===== src/rtl/sauce_cracker.sv =====
// sauce_cracker: un-XORs the display byte, then brute-forces the first 4x4 (a,b) with a*b == target.
// Define SAUCE_COUNT_ALL_EN to sweep all 256 candidates and count every match on match_cnt.
module sauce_cracker #(
    parameter logic [7:0] XOR_KEY = 8'h5A
) (
    input  logic       clk,
    input  logic       rst,
    input  logic       BTNL,
    input  logic [7:0] switches,
    output logic [7:0] Disp,
    output logic       busy,
    output logic       found,
    output logic       none,
    output logic [8:0] match_cnt
);
    typedef enum logic [1:0] {IDLE, SEARCH, DONE} state_t;
    state_t     state_q, state_d;
    logic       s1_q, s2_q, s3_q;
    logic [7:0] k_q, k_d, target_q, target_d, disp_q, disp_d;
    logic       found_q, found_d, none_q, none_d;
    logic [7:0] prod;
    logic       start, hit;
`ifdef SAUCE_COUNT_ALL_EN
    logic [8:0] cnt_q, cnt_d;
`endif
    assign start = s2_q & ~s3_q;
    // Zero-extend before multiplying so 15*15 keeps all 8 product bits.
    assign prod  = {4'd0, k_q[7:4]} * {4'd0, k_q[3:0]};
    assign hit   = prod == target_q;
    always_ff @(posedge clk or negedge rst) begin
        if (!rst) begin
            state_q  <= IDLE;
            {s1_q, s2_q, s3_q} <= 3'b000;
            k_q      <= '0;
            target_q <= '0;
            disp_q   <= '0;
            found_q  <= 1'b0;
            none_q   <= 1'b0;
`ifdef SAUCE_COUNT_ALL_EN
            cnt_q    <= '0;
`endif
        end else begin
            state_q  <= state_d;
            {s1_q, s2_q, s3_q} <= {BTNL, s1_q, s2_q};
            k_q      <= k_d;
            target_q <= target_d;
            disp_q   <= disp_d;
            found_q  <= found_d;
            none_q   <= none_d;
`ifdef SAUCE_COUNT_ALL_EN
            cnt_q    <= cnt_d;
`endif
        end
    end
    always_comb begin
        state_d  = state_q;
        k_d      = k_q;
        target_d = target_q;
        disp_d   = disp_q;
        found_d  = found_q;
        none_d   = none_q;
`ifdef SAUCE_COUNT_ALL_EN
        cnt_d    = cnt_q;
`endif
        case (state_q)
            SEARCH: begin
`ifdef SAUCE_COUNT_ALL_EN
                if (hit) begin
                    cnt_d = cnt_q + 9'd1;
                    if (!found_q) begin
                        disp_d  = k_q;
                        found_d = 1'b1;
                    end
                end
                if (k_q == 8'hFF) begin
                    state_d = DONE;
                    none_d  = !hit && cnt_q == 9'd0;
                end else begin
                    k_d = k_q + 8'd1;
                end
`else
                if (hit) begin
                    disp_d  = k_q;
                    found_d = 1'b1;
                    state_d = DONE;
                end else if (k_q == 8'hFF) begin
                    none_d  = 1'b1;
                    state_d = DONE;
                end else begin
                    k_d = k_q + 8'd1;
                end
`endif
            end
            default: begin
                if (start) begin
                    state_d  = SEARCH;
                    target_d = switches ^ XOR_KEY;
                    k_d      = '0;
                    disp_d   = '0;
                    found_d  = 1'b0;
                    none_d   = 1'b0;
`ifdef SAUCE_COUNT_ALL_EN
                    cnt_d    = '0;
`endif
                end
            end
        endcase
    end
    assign Disp  = disp_q;
    assign busy  = state_q == SEARCH;
    assign found = found_q;
    assign none  = none_q;
`ifdef SAUCE_COUNT_ALL_EN
    assign match_cnt = cnt_q;
`else
    assign match_cnt = 9'd0;
`endif
endmodule


===== config.mk =====
export PLATFORM = sky130hd
export DESIGN_NAME = sauce_cracker
export DESIGN_NICKNAME = d
export VERILOG_FILES = /design/src/rtl/sauce_cracker.sv
export SDC_FILE = /design/constraint.sdc
export NUM_CORES = 1
export LEC_CHECK = 0
export ABC_AREA = 1
export CAP_MARGIN = 10
export CORE_AREA = 2 2 69 71
export DETAILED_ROUTE_END_ITERATION = 8
export DIE_AREA = 0 0 71 73
export MAX_ROUTING_LAYER = met4
export PLACE_DENSITY = 0.7
export SYNTH_ARGS = -nofsm -noshare
export SYNTH_HDL_FRONTEND = slang
export SYNTH_SLANG_ARGS = --single-unit

===== constraint.sdc =====
create_clock -name clk -period 3.4 [get_ports clk]
set_input_delay 0.68 -clock clk [delete_from_list [all_inputs] [get_ports clk]]
set_output_delay 0.68 -clock clk [all_outputs]
set_load 0.05 [all_outputs]

==> reports/qor.yml <==
fin_setup_tns_ns: 0
antenna_found_initial: 0
drt_iter0_markers: 72
async_flop_share_pct: 100
synthTopCellsByCount: "80 x nand2_1, 50 x inv_1, 31 x dfrtp_1"
yosys.area.top_type_share_pct: 37.0
r2r-start: "k_q[6]$_DFFE_PN0P_"
hp-class: "register to register"
netlist_area_um2: 2100
clkLatencyLatePin_ns: 0.28
cts_tree: "yes"
ys_seq_area_share_pct: 37.0
hold_viol: 0
grt_max_degree: 32
drv_cap: 0
p_seq_share_pct: 39.4
setup_slack_ns: 0.208
finalNonFillerCells: 354
fillers: 439
routed-via-count: 1727
postRouteWirelength_um: 4120
hold_ws_ns: 0.350
start_util_pct: 46.2
synth_area_per_cell_um2: 7.62
worstMarginPinSlew_ns: 0.518
switchingPower_w: 0.000549
finalSetupViolCount: 0
dp.cells: 347
gp_congestion: 0.902
ff2ff_path_depth: 15
status: "finished, final reports clean"
die_x_um: 71
numCtsBuffers: 5
min_to: "s2_q$_DFF_PN0_"
viasPerCell: 4.88
area_growth_pct: 15.9
cts_resized: 0
r2r-end: "k_q[5]$_DFFE_PN0P_"
fmax_mhz: 313
endpoint_kind: "register"
ant_nets: 0
wl_per_cell_um: 11.6
crit_fanout: 7
path_cells: "nand2_1, fa_1, fa_1, fa_1, inv_1, nand2_1, nand2_1, nor2_1, nand3_1, nor2_4, nand3_2, nand2_2, nand2_1, nand2_1, nand2_1"
post_cts_buffers: 0
synth_top_area_cell: "dfrtp_1"
dp_hpwl_um: 3100
path_class: "register to register"
io_buffers: 21
crit_top_cell: "nand2_1"
ys_seq_elements: 31
p_total_w: 0.00133
cts_buffer_depth: 2
grt_pass1_vias: 1662
power_density_nw_per_um2: 548
postSynthCellCount: 275
hold_path_depth: 0
cpPeakStageDelay_ns: 0.58
diodes: 0
required_ns: 3.58
nets: 328
pwr-share-comb_pct: 38.5
rows: 25
ir_worst_vdd_v: 0.000527
clkPwrFrac_pct: 22.0
grt_usage_pct: 18.1
fin_skew_ns: 0.00526
internal-power_w: 0.000784
min_period_over_period_pct: 93.9
hold_start: "s1_q$_DFF_PN0_"
pre_cts_ws_ns: 0.138
yosysUniqueCellTypes: 30
die-area_um2: 5180
die_y_um: 73
p_leak_nw: 1.32
rsz0062_at_grt: "no"
cpMaxStageDelayCell: "fa_1"
start_kind: "register"
yosysWarnings: 0
synthMostInstantiatedCell: "nand2_1"
drcViolationCount: 0
drive_gt1_share_pct: 12.0
cts_max_level: 2
grt_pass1_wl_um: 7220
post-route-min-period_ns: 3.19
worst-endpoint-arrival_ns: 3.37
cts_sinks: 31
synth-edff-count: 0
clk_pin_slew_ns: 0.07
slew_viol_final: 0
root_buffer: "clkbuf_8"
drt-pass1-iter-count: 4
cts_hold_buf: 0
switching_share_pct: 41.2
synth_flop_cell: "dfrtp_1"
max-slew-margin-rel_pct: 65.2
overflow: 0
ios: 31
synthTopCellsByArea: "dfrtp_1 37%, nand2_1 14%, inv_1 9.0%, ha_1 7.8%, nand3_1 6.2%"
r2r_slack_ns: 0.21
coreArea_um2: 4540
## power groups by stage
stage,registers (W),clock network [W],logic (W)
6_report,0.000526,0.000294,0.000514
3_3_place_gp,0.000528,0,0.000500
3_5_place_dp,0.000530,0,0.000504
2_1_floorplan,0.000548,0,0.000367
5_1_grt,0.000538,0.000320,0.000583
4_1_cts,0.000524,0.000305,0.000507
## worst max path at each step
stage	endpoint	slack (ns)	cells after the start	startpoint
detailed placement	k_q[5]$_DFFE_PN0P_	0.14	15	k_q[6]$_DFFE_PN0P_
finish	k_q[5]$_DFFE_PN0P_	0.21	15	k_q[6]$_DFFE_PN0P_
global route	k_q[0]$_DFFE_PN0P_	0.02	15	k_q[4]$_DFFE_PN0P_
CTS	k_q[5]$_DFFE_PN0P_	0.13	15	k_q[6]$_DFFE_PN0P_
floorplan	Disp[1]$_DFFE_PN0P_	0.20	15	k_q[5]$_DFFE_PN0P_
global placement	k_q[5]$_DFFE_PN0P_	0.21	15	k_q[1]$_DFFE_PN0P_
## cell usage in the layout (no fill, tap or decap), types with 7 or more instances in the layout
cell	instances
nand2_1	79
inv_1	50
dfrtp_1	29
nand3_1	25
clkdlybuf4s50_1	21
ha_1	13
conb_1	9
o21ai_2	8
buf_4	7
## cell families after synthesis
group / share of synthesized area (%)
AO/OA/AOI/OAI: 8.00
XOR/XNOR: 1.67
adder cells (fa/ha/maj): 11.6
buffers and inverters: 15.5
flip-flops: 37.0
other: 0.179
AND/OR/NAND/NOR: 26.1
## area by class of cell
class | instances | area (um2) | share of cell area (%)
well taps | 54 | 67.6 | 2.78
clock buffers | 6 | 82.6 | 3.40
multi-input cells | 182 | 1040 | 42.7
clock inverters | 1 | 5.00 | 0.206
inverters | 52 | 195 | 8.03
repair buffers | 28 | 263 | 10.8
flip-flops and latches | 31 | 778 | 32.0
## through the flow
stage / utilization, % / cell area, um2
4_1_cts: 53.2 / 2410
6_report: 53.6 / 2430
5_1_grt: 53.6 / 2430
2_1_floorplan: - / 2130
3_3_place_gp: 51.3 / 2330
3_5_place_dp: 51.3 / 2330
## worst max-delay path: cells and delay by family (launching register included)
| family | cells | cell delay, ns |
|---|---|---|
| adder cells (fa/ha/maj) | 3 | 1.52 |
| AND/OR/NAND/NOR | 11 | 1.06 |
| flip-flops | 1 | 0.45 |
| buffers and inverters | 1 | 0.04 |
## state kept, by name, summed over array words and instances (netlist names)
| signal | flops |
|---|---|
| s2_q | 1 |
| s1_q | 1 |
| target_q | 8 |
| s3_q | 1 |
| none | 1 |
| state_q | 2 |
| k_q | 8 |
| Disp | 8 |
| found | 1 |
## metal layers
| layer | GRT usage (%) | share of wire, % | vias up |
|---|---|---|---|
| met1 | 21.6 | 46 | 810 |
| met4 | 6.71 | 1.5 | 0 |
| met3 | 4.01 | 3.5 | 9 |
| li1 | - | - | 874 |
| met5 | - | 0 | - |
| met2 | 30.2 | 49 | 34 |
Note: power is estimated with default switching activity, not from simulation.
